**config.mk**
```make
export PLATFORM = sky130hd
export DESIGN_NAME = byte_serializer
export DESIGN_NICKNAME = d
export VERILOG_FILES = /design/src/rtl/byte_serializer_pkg.sv /design/src/rtl/byte_serializer_pacer.sv /design/src/rtl/byte_serializer.sv
export SDC_FILE = /design/constraint.sdc
export NUM_CORES = 1
export LEC_CHECK = 0
export ABC_CLOCK_PERIOD_IN_PS = 3000
export CORE_UTILIZATION = 50
export CTS_CLUSTER_DIAMETER = 60
export CTS_CLUSTER_SIZE = 10
export DETAILED_ROUTE_END_ITERATION = 12
export PLACE_DENSITY = 0.78
export SYNTH_ARGS = -nofsm -noshare
export SYNTH_HDL_FRONTEND = slang
export SYNTH_HIERARCHICAL = 1
export SYNTH_SLANG_ARGS = --single-unit
```
**constraint.sdc**
```tcl
create_clock -name clk -period 3 [get_ports clk]
set_input_delay 0.6 -clock clk [delete_from_list [all_inputs] [get_ports clk]]
set_output_delay 0.6 -clock clk [all_outputs]
set_load 0.005 [all_outputs]
```
**src/rtl/byte_serializer_pkg.sv**
```systemverilog
// byte_serializer_pkg: shared state type and default sizing for byte_serializer
package byte_serializer_pkg;
  typedef enum logic {IDLE, SHIFT} ser_state_t;
  localparam int SER_DATA_W = 8;
  localparam int SER_CLKS_PER_BIT = 1;
endpackage

```
**src/rtl/byte_serializer_pacer.sv**
```systemverilog
// byte_serializer_pacer: bit-period counter 0..CLKS_PER_BIT-1 with wrap strobe and sync clear
//   clk, rst_n (async active-low); clr: restart at 0; en: count this cycle
//   wrap: counter is on its last cycle while enabled; cnt_nxt: counter value after this edge
module byte_serializer_pacer
  import byte_serializer_pkg::*;
#(
  parameter int CLKS_PER_BIT = SER_CLKS_PER_BIT,
  localparam int PW = CLKS_PER_BIT > 1 ? $clog2(CLKS_PER_BIT) : 1
) (
  input  logic          clk,
  input  logic          rst_n,
  input  logic          clr,
  input  logic          en,
  output logic          wrap,
  output logic [PW-1:0] cnt_nxt
);
  logic [PW-1:0] cnt;
  assign wrap = en && cnt == PW'(CLKS_PER_BIT - 1);
  assign cnt_nxt = clr || wrap ? '0 : en ? cnt + PW'(1) : cnt;
  always_ff @(posedge clk or negedge rst_n)
    if (!rst_n) cnt <= '0;
    else cnt <= cnt_nxt;
endmodule

```
**src/rtl/byte_serializer.sv**
```systemverilog
// byte_serializer: valid/ready word-to-serial converter with per-bit shift_enable strobe
//   clk, rst_n (async active-low)
//   in_data/in_valid/in_ready: word handshake; serial_out: current bit (0 when idle)
//   shift_enable: last cycle of each bit period; byte_done: final bit's strobe; busy: frame in progress
//   BYTE_SERIALIZER_SKID_EN: adds a one-word holding register so back-to-back frames have no gap
module byte_serializer
  import byte_serializer_pkg::*;
#(
  parameter int DATA_W = SER_DATA_W,
  parameter bit MSB_FIRST = 1'b1,
  parameter int CLKS_PER_BIT = SER_CLKS_PER_BIT
) (
  input  logic              clk,
  input  logic              rst_n,
  input  logic [DATA_W-1:0] in_data,
  input  logic              in_valid,
  output logic              in_ready,
  output logic              serial_out,
  output logic              shift_enable,
  output logic              byte_done,
  output logic              busy
);
  localparam int BW = $clog2(DATA_W);
  localparam int PW = CLKS_PER_BIT > 1 ? $clog2(CLKS_PER_BIT) : 1;
  ser_state_t state, state_d;
  logic [DATA_W-1:0] sh, sh_d;
  logic [BW-1:0] bit_cnt, bit_d;
  logic [PW-1:0] cnt_d;
  logic wrap, last, hs, load, se_d;
  assign hs = in_valid && in_ready;
  assign load = state == IDLE && hs;
  assign last = wrap && bit_cnt == BW'(DATA_W - 1);
  byte_serializer_pacer #(.CLKS_PER_BIT(CLKS_PER_BIT)) u_pacer (
    .clk(clk),
    .rst_n(rst_n),
    .clr(load),
    .en(state == SHIFT),
    .wrap(wrap),
    .cnt_nxt(cnt_d)
  );
`ifdef BYTE_SERIALIZER_SKID_EN
  logic [DATA_W-1:0] hold, hold_d;
  logic hold_valid, hold_valid_d;
  assign in_ready = !hold_valid;
`else
  assign in_ready = state == IDLE;
`endif
  always_comb begin
    state_d = state;
    sh_d = sh;
    bit_d = bit_cnt;
    if (load) begin
      state_d = SHIFT;
      sh_d = in_data;
      bit_d = '0;
    end else if (wrap) begin
      sh_d = MSB_FIRST ? {sh[DATA_W-2:0], 1'b0} : {1'b0, sh[DATA_W-1:1]};
      bit_d = last ? '0 : bit_cnt + BW'(1);
      state_d = last ? IDLE : SHIFT;
    end
`ifdef BYTE_SERIALIZER_SKID_EN
    hold_d = hold;
    hold_valid_d = hold_valid;
    // a buffered word takes priority at the final wrap; in_ready is low then, so no new word competes
    if (last && hold_valid) begin
      state_d = SHIFT;
      sh_d = hold;
      hold_valid_d = 1'b0;
    end else if (last && hs) begin
      state_d = SHIFT;
      sh_d = in_data;
    end else if (hs && state == SHIFT) begin
      hold_d = in_data;
      hold_valid_d = 1'b1;
    end
`endif
  end
  // outputs are registered from next-state values so they line up with the bit they describe
  assign se_d = state_d == SHIFT && cnt_d == PW'(CLKS_PER_BIT - 1);
  always_ff @(posedge clk or negedge rst_n)
    if (!rst_n) begin
      state <= IDLE;
      sh <= '0;
      bit_cnt <= '0;
      serial_out <= 1'b0;
      shift_enable <= 1'b0;
      byte_done <= 1'b0;
      busy <= 1'b0;
    end else begin
      state <= state_d;
      sh <= sh_d;
      bit_cnt <= bit_d;
      serial_out <= state_d == SHIFT && (MSB_FIRST ? sh_d[DATA_W-1] : sh_d[0]);
      shift_enable <= se_d;
      byte_done <= se_d && bit_d == BW'(DATA_W - 1);
      busy <= state_d == SHIFT;
    end
`ifdef BYTE_SERIALIZER_SKID_EN
  always_ff @(posedge clk or negedge rst_n)
    if (!rst_n) begin
      hold <= '0;
      hold_valid <= 1'b0;
    end else begin
      hold <= hold_d;
      hold_valid <= hold_valid_d;
    end
`endif
endmodule
```
==> results of run 1 <==
[final timing paths]
check | start | to | slack [ns]
setup reg to reg | state | byte_done | 1.14
hold reg to reg | sh[0] | sh[0] | 0.56
max in group asynchronous | rst_n | sh[4] | 1.82
hold / removal | sh[0] | sh[0] | 0.56
setup / recovery | state | in_ready | 1.11
min in group asynchronous | rst_n | byte_done | 0.74
[cell type report]
class,instances,area share
Clock buffer,3,0.0237
Sequential cell,16,0.420
Multi-Input combinational cell,46,0.361
Tap cell,16,0.0210
Timing Repair Buffer,16,0.166
Inverter,2,0.00788
[power by group]
group	switching [uW]	internal, uW
sequential	48.2	310
combinational	209	243
clock	58.0	46.4
total	316	599
[stage by stage]
stage | total power [uW] | std cells | hold WS [ns] | cell area (sq um) | worst slack, ns
after floorplan | 721 | 68 | 0.304 | 793 | 1.46
after global placement | 805 | 96 | 0.526 | 930 | 1.13
after detailed placement | 825 | 96 | 0.537 | 930 | 1.07
after CTS | 931 | 99 | 0.555 | 952 | 1.08
after global routing | 994 | 99 | 0.571 | 952 | 1.02
final | 915 | 99 | 0.559 | 952 | 1.11
[flip-flops by register name, summed over array words and instances, names as in the netlist]
register      cells
sh                8
serial_out        1
bit_cnt           3
state             1
byte_done         1
u_pacer/cnt       1
shift_enable      1
[cells in the final DEF (no fill, tap or decap)]
cell type and instances:
nand2_1 7, nor3_2 1, nand2b_2 1, nand2b_4 1
o21ai_1 2, mux2i_1 7, nor2b_1 1, a211oi_2 1
a21oi_1 2, nand3b_4 1, clkbuf_4 3, nor2b_2 1
nand2b_1 3, dfrtp_1 16, ha_1 3, and3b_1 1
and2_1 1, nor2_1 3, buf_4 1, inv_1 2
o21ai_0 5, clkdlybuf4s50_1 15, mux2_2 1, or2_1 1
o21a_1 1, nand3b_1 2
[critical path, cell delays in order, from the launching register on]
cell and delay, ns:
dfrtp_1 0.46, inv_1 0.08, clkdlybuf4s50_1 0.49
[logic make-up (layout without fill, tap and decap cells)]
family / Yosys count / in the layout / synth area share
simple gates: 24 / 24 / 0.202
flops: 16 / 16 / 0.505
compound gates: 11 / 11 / 0.0820
mux: 8 / 8 / 0.103
buf+inv: 6 / 21 / 0.0615
fa+ha+maj: 3 / 3 / 0.0473
[per-layer routing]
layer,up-vias,wire [microns]
met5,-,0
met4,0,14
met3,2,45
met2,12,575
met1,235,569
li1,257,-
==> flow_summary_export.csv, run 1 <==
group,metric,value,unit
status,outcome,"finished, final reports clean",
synthesis,synth_edf_count,0,
cts,cts_sinks,16,
timing,period_share,0.631,
layout,antenna_cells,0,
timing,final_max_slew_viol_count,0,
placed_design,portBuffers,15,
grt,met1_usage,0.197,
cts,cts_buffers,3,
setup_path,crit_required,2.40,ns
timing,tightest_slew,0.774,ns
synthesis,netlist_area,793,sq um
power_and_ir_drop,power_density,961,mW/mm^2
setup_path,cp_max_fo,6,
placed_design,gp_congestion,0.716,
route,post_drt_wl_per_cell,12.2,microns
synthesis,yosysWarnings,6,
layout,area_growth,20.0,%
synthesis,ys_seq_elements,16,
power_and_ir_drop,vdd_drop_max,0.424,mV
grt,grt-busiest-layer,"met2",
synthesis,synth_top_flop_cell,"dfrtp_1",
floorplanning,die_w,41.8,microns
timing,finClkSkew,0.00295,ns
floorplanning,floorplan.initialDensity,0.533,
cts,cts_hold_buf,0,
route,drt_iter0_drc,8,
grt,grt_pass1_vias,508,
timing,slew_headroom,0.484,
timing,setup_viol,0,
route,ant_nets,0,
floorplanning,core,0.00149,sq mm
timing,rsz0062_at_grt,"no",
setup_path,cp-end-kind,"output pin",
grt,antenna_found_initial,0,
synthesis,synth_top_area_share,0.505,
setup_path,reg2regPathDepth,4,
grt,grt_pass1_wl,2090,microns
timing,layout_min_cycle_time,1.89,ns
synthesis,yosys.area.top_type,"dfrtp_1",
layout,final_util,0.639,
synthesis,synth_fp_nets,82,
cts,post_cts_buffers,0,
route,route.detailed.drc,0,
timing,hold_violations,0,
placed_design,hpwlAfterDp,886,microns
floorplanning,fp-row-count,14,
route,drt_wl_total,1200,microns
layout,drive_gt1_frac,0.133,
synthesis,ys_types,25,
cts,clk_latency,0.27,ns
route,routed-via-count,506,
timing,fin_setup_tns,0,ns
power_and_ir_drop,power.leakage,0.000443,uW
cts,cts_resized,0,
grt,met3_usage,0.0261,
min_path,whs_path_depth,2,
cts,cts_tree,"built",
grt,grt_max_degree,22,
layout,multi_input_comb_area,344,sq um
grt,grt_use_met2,0.263,
floorplanning,ios,16,
layout,nFillCells,127,
layout,fin_nets,99,
synthesis,ys_seq_area_frac,0.505,
synthesis,synth_most_common_cell,"dfrtp_1",
setup_path,cp.arrival,1.29,ns
grt,gr-total-overflow,0,
cts,clock_path_buffers,2,
synthesis,ys_top_cells_by_area,"dfrtp_1 50%, mux2i_1 8.8%, ha_1 4.7%, buf_6 4.3%, nand2_1 3.3%",
job,drv_cap,0,
cts,clk_pin_slew,0.08,ns
grt,track_usage,0.157,
synthesis,async_flop_share,1.00,
layout,seqCellArea,400,sq um
setup_path,critical_path_class,"reg -> out",
min_path,hp-class,"reg -> reg",
synthesis,synthesis.instances,68,
cts,cts_root_buffer,"clkbuf_4",
synthesis,syn_avg_cell_area,11.7,sq um
setup_path,cp-start-kind,"register",
floorplanning,chipHeight,41.8,microns
timing,fmax,528,MHz
synthesis,ys_top_cells_by_count,"16 x dfrtp_1, 7 x mux2i_1, 7 x nand2_1, 5 x o21ai_0",
floorplanning,die_area,0.00175,sq mm
route,firstDrtPassIters,2,
route,vias_per_cell,5.11,
cts,htree_levels,1,
Power figures use the tool's default switching activity.
==> inputs of run 2 (changes only) <==
Settings changed: ABC_CLOCK_PERIOD_IN_PS 3000 to 1800, CORE_UTILIZATION 50 to 48, PLACE_DENSITY 0.78 to 0.75.
Clock period 3 ns to 1.8 ns, I/O delays scaled along.
==> run 2 against run 1 <==
Compared with the run above:
- sequential power increased by 66%
- first-iteration DRC count decreased by 50%
- non-clock buffer count increased by 3
- global-route usage increased by 1.2 points
- critical path type unchanged
- critical endpoint unchanged
- largest power group unchanged
==> flow_summary_export.csv, run 2 (synthesis results as in run 1) <==
group,metric,value,unit
status,outcome,"finished, final reports clean",
timing,final_max_slew_viol_count,0,
floorplanning,die_area,0.00182,sq mm
grt,grt_pass1_vias,517,
min_path,hp-class,"in -> async",
floorplanning,chipHeight,42.7,microns
timing,hold_violations,0,
power_and_ir_drop,power.leakage,0.000461,uW
setup_path,crit_required,1.44,ns
setup_path,cp-start-kind,"register",
cts,cts_root_buffer,"clkbuf_4",
layout,regMostFlops,"sh",
route,route.detailed.drc,0,
cts,cts_hold_buf,0,
route,routed-via-count,509,
timing,setup_viol,0,
grt,track_usage,0.169,
layout,drive_gt1_frac,0.163,
setup_path,reg2regPathDepth,4,
job,drv_cap,0,
timing,fmax,603,MHz
route,post_drt_wl_per_cell,12.4,microns
floorplanning,floorplan.initialDensity,0.521,
cts,cts_buffers,3,
timing,fin_setup_tns,0,ns
layout,biggestRegsByFlops,"sh: 8 flops, bit_cnt: 3 flops",
grt,antenna_found_initial,0,
timing,tightest_slew,0.472,ns
layout,area_growth,24.4,%
setup_path,cp.arrival,1.30,ns
floorplanning,ios,16,
timing,hold_slack,0.399,ns
setup_path,critical_path_class,"reg -> out",
route,ant_nets,0,
route,firstDrtPassIters,3,
cts,clk_latency,0.27,ns
power_and_ir_drop,p_int,1030,uW
cts,cts_sinks,16,
floorplanning,die_w,42.7,microns
setup_path,cp-end-kind,"output pin",
layout,antenna_cells,0,
power_and_ir_drop,vdd_drop_max,0.919,mV
cts,htree_levels,1,
floorplanning,core,0.00152,sq mm
cts,cts_tree,"built",
setup_path,cp_max_fo,6,
floorplanning,fp-row-count,14,
placed_design,hpwlAfterDp,985,microns
power_and_ir_drop,power_switching,538,uW
timing,layout_min_cycle_time,1.66,ns
layout,mostFrequentLayoutCell,"dfrtp_1",
cts,cts_resized,0,
power_and_ir_drop,p_seq_frac,0.380,
grt,grt_max_degree,17,
grt,grt_pass1_wl,2280,microns
cts,clock_path_buffers,2,
layout,largest_register_ffs,8,
route,drt_wl_total,1260,microns
cts,clk_pin_slew,0.08,ns
placed_design,portBuffers,15,
placed_design,gp_congestion,0.656,
setup_path,r2r_slack,0.14,ns
power_and_ir_drop,power_frac_comb,0.507,
cts,post_cts_buffers,0,
route,vias_per_cell,4.99,
timing,period_share,0.922,
timing,finClkSkew,0.00172,ns
power_and_ir_drop,p_sw_frac,0.343,
power_and_ir_drop,power_density,1590,mW/mm^2
layout,fin_nets,102,
layout,final_cell_mix,"16 x dfrtp_1, 15 x clkdlybuf4s50_1, 7 x mux2i_1, 7 x nand2_1, 5 x o21ai_0",
route,drt_iter0_drc,4,
timing,rsz0062_at_grt,"no",
grt,gr-total-overflow,0,
power_and_ir_drop,clkPwrFrac,0.112,
timing,slew_headroom,0.685,
-- run 2: through the flow --
| stage | worst slack (ns) | total power, uW | util | std cells | cell area [sq um] |
|---|---|---|---|---|---|
| after floorplan | 0.400 | 1200 | - | 68 | 793 |
| after global placement | 0.169 | 1390 | 0.633 | 99 | 965 |
| final | 0.141 | 1570 | 0.648 | 102 | 987 |
| after global routing | 0.00879 | 1710 | 0.648 | 102 | 987 |
| after CTS | 0.125 | 1590 | 0.648 | 102 | 987 |
| after detailed placement | 0.136 | 1410 | 0.633 | 99 | 965 |
-- run 2: power by group through the flow --
stage / logic (uW) / clock network [uW] / registers, uW
after floorplan: 609 / 0 / 592
after global placement: 789 / 0 / 598
after detailed placement: 806 / 0 / 604
after CTS: 811 / 185 / 597
after global routing: 893 / 198 / 615
final: 795 / 176 / 596
-- run 2: final timing paths --
kind	start	to
setup / recovery	state	in_ready
setup reg to reg	state	sh[4]
min in group clk	sh[5]	sh[5]
max in group asynchronous	rst_n	sh[1]
hold / removal	rst_n	shift_enable
hold reg to reg	sh[5]	sh[5]
-- run 2: final cells by class --
cell class | count | area, sq um
Timing Repair Buffer | 19 | 193
Tap cell | 16 | 20.0
Multi-Input combinational cell | 46 | 344
Inverter | 2 | 7.51
Sequential cell | 16 | 400
Fill cell | 132 | 537
Clock buffer | 3 | 22.5
-- run 2: metal layers --
| layer | vias to the layer above | share of wire | GRT usage |
|---|---|---|---|
| met5 | - | 0 | 0 |
| met4 | 0 | 0.0063 | 0.0563 |
| met3 | 2 | 0.025 | 0.0383 |
| met2 | 8 | 0.48 | 0.267 |
| met1 | 232 | 0.49 | 0.230 |
| li1 | 267 | - | - |
-- run 2: critical path, stage by stage (launching register included) --
cell	delay [ns]
dfrtp_1	0.46
inv_1	0.08
clkdlybuf4s50_1	0.49
==> inputs of run 3 (changes only) <==
Settings changed: CELL_PAD_IN_SITES_DETAIL_PLACEMENT set to 1, CELL_PAD_IN_SITES_GLOBAL_PLACEMENT set to 2, CORE_UTILIZATION 48 to 32, PLACE_DENSITY 0.75 to unset, PLACE_DENSITY_LB_ADDON set to 0.1.
==> run 3 against run 2 <==
Compared with the run above:
- core utilization is 21 points lower
- worst hold slack better by 0.0033 ns
- power up 1.4%
- first-iteration DRC count is 50% higher
- flip-flop and latch count unchanged
- final area rose by 1.0%
- sequential share of layout area shrank 0.41 points
- critical path type unchanged
- sequential power decreased by 2%
- clock power barely moved
==> flow_summary_export.csv, run 3 (synthesis results as in run 1) <==
group,metric,value,unit
setup_path,crit_required,1.44,ns
route,routed-via-count,537,
setup_path,cp_max_fo,5,
cts,cts_root_buffer,"clkbuf_4",
power_and_ir_drop,totalPowerFinal,1590,uW
route,drt_wl_total,1380,microns
power_and_ir_drop,vdd_drop_max,0.713,mV
cts,clock_path_buffers,2,
layout,regMostFlops,"sh",
timing,layout_min_cycle_time,1.71,ns
placed_design,hpwlAfterDp,1070,microns
timing,tightest_slew,0.396,ns
timing,fmax,586,MHz
layout,area_growth,25.7,%
route,vias_per_cell,4.67,
setup_path,critical_path_class,"reg -> out",
route,post_drt_wl_per_cell,12.0,microns
cts,post_cts_buffers,0,
cts,cts_buffers,3,
cts,htree_levels,1,
layout,multi_input_comb_area,344,sq um
floorplanning,chipHeight,51.8,microns
grt,grt_pass1_vias,599,
setup_path,cp-end-kind,"output pin",
route,firstDrtPassIters,2,
cts,cts_resized,0,
floorplanning,die_area,0.00268,sq mm
cts,clk_latency,0.27,ns
grt,gr-total-overflow,0,
layout,seqCellArea,400,sq um
grt,grt_pass1_wl,2650,microns
layout,nFillCells,254,
power_and_ir_drop,power_density,1590,mW/mm^2
floorplanning,fp-row-count,17,
floorplanning,ios,16,
setup_path,r2r_slack,0.27,ns
floorplanning,floorplan.initialDensity,0.349,
layout,mostFrequentLayoutCell,"dfrtp_1",
timing,period_share,0.948,
layout,final_util,0.438,
grt,track_usage,0.136,
floorplanning,die_w,51.8,microns
layout,antenna_cells,0,
route,drt_iter0_drc,6,
grt,antenna_found_initial,0,
placed_design,gp_congestion,0.714,
layout,fin_nets,103,
layout,largest_register_ffs,8,
route,ant_nets,0,
cts,cts_hold_buf,0,
layout,biggestRegsByFlops,"sh: 8 flops, bit_cnt: 3 flops",
power_and_ir_drop,power.leakage,0.000462,uW
timing,finClkSkew,0.00201,ns
setup_path,crit_family,"buffers and inverters",
setup_path,cp.arrival,1.35,ns
setup_path,path_cells,"buf_4 -> inv_1 -> clkdlybuf4s50_1",
setup_path,cpMaxStageDelayCell,"clkdlybuf4s50_1",
cts,clk_pin_slew,0.09,ns
timing,rsz0062_at_grt,"no",
status,outcome,"finished, final reports clean",
setup_path,cp-start-kind,"register",
setup_path,crit_buf_inv,3,
timing,setup_viol,0,
timing,final_max_slew_viol_count,0,
job,drv_cap,0,
layout,final_cell_mix,"16 x dfrtp_1, 15 x clkdlybuf4s50_1, 7 x mux2i_1, 7 x nand2_1",
grt,grt_max_degree,17,
timing,fin_setup_tns,0,ns
floorplanning,core,0.00228,sq mm
cts,cts_tree,"built",
min_path,hp-class,"in -> async",
timing,hold_violations,0,
layout,drive_gt1_frac,0.172,
cts,cts_sinks,16,
timing,slew_headroom,0.736,
placed_design,portBuffers,15,
route,route.detailed.drc,0,
setup_path,slowest_delay,0.48,ns
run 3: where the power goes:
part / internal, uW / leakage (uW) / switching [uW]
combinational: 439 / 0.000248 / 385
clock: 77.4 / 0.0000138 / 101
sequential: 516 / 0.000201 / 70.2
run 3: worst paths after layout:
check / start / endpoint / depth (start not counted)
max: state / in_ready / 3
min: rst_n / shift_enable / 2
max reg2reg: u_pacer/cnt / byte_done / 6
min reg2reg: sh[0] / sh[0] / 2
max in group asynchronous: rst_n / bit_cnt[1] / 2
min in group clk: sh[0] / sh[0] / 2
run 3: area by class of cell:
cell class / instances / area share
Inverter: 2 / 0.00753
Sequential cell: 16 / 0.402
Clock buffer: 3 / 0.0226
Timing Repair Buffer: 20 / 0.188
Tap cell: 28 / 0.0351
Multi-Input combinational cell: 46 / 0.345
run 3: layer usage:
layer | part of all wire | global-route usage
met4 | 0.0080 | 0.0541
met5 | 0 | 0
met2 | 0.48 | 0.223
met1 | 0.48 | 0.180
met3 | 0.031 | 0.0175
run 3: worst reg2reg max path, cell delays in order, from the launching register on:
cell and delay [ns]:
dfrtp_1 0.37, inv_1 0.05, ha_1 0.39, buf_4 0.27, nand3b_1 0.13, a21oi_1 0.06, and3b_1 0.16
run 3: through the flow:
stage          instances  instance area (sq um)  setup slack [ns]  hold WS (ns)
5_1_grt              115                    997            0.0161         0.425
4_1_cts              115                    997            0.0768         0.407
3_5_place_dp         112                    975             0.182         0.538
2_1_floorplan         68                    793             0.400        0.0644
3_3_place_gp         112                    975             0.215         0.529
6_report             115                    997            0.0939         0.403
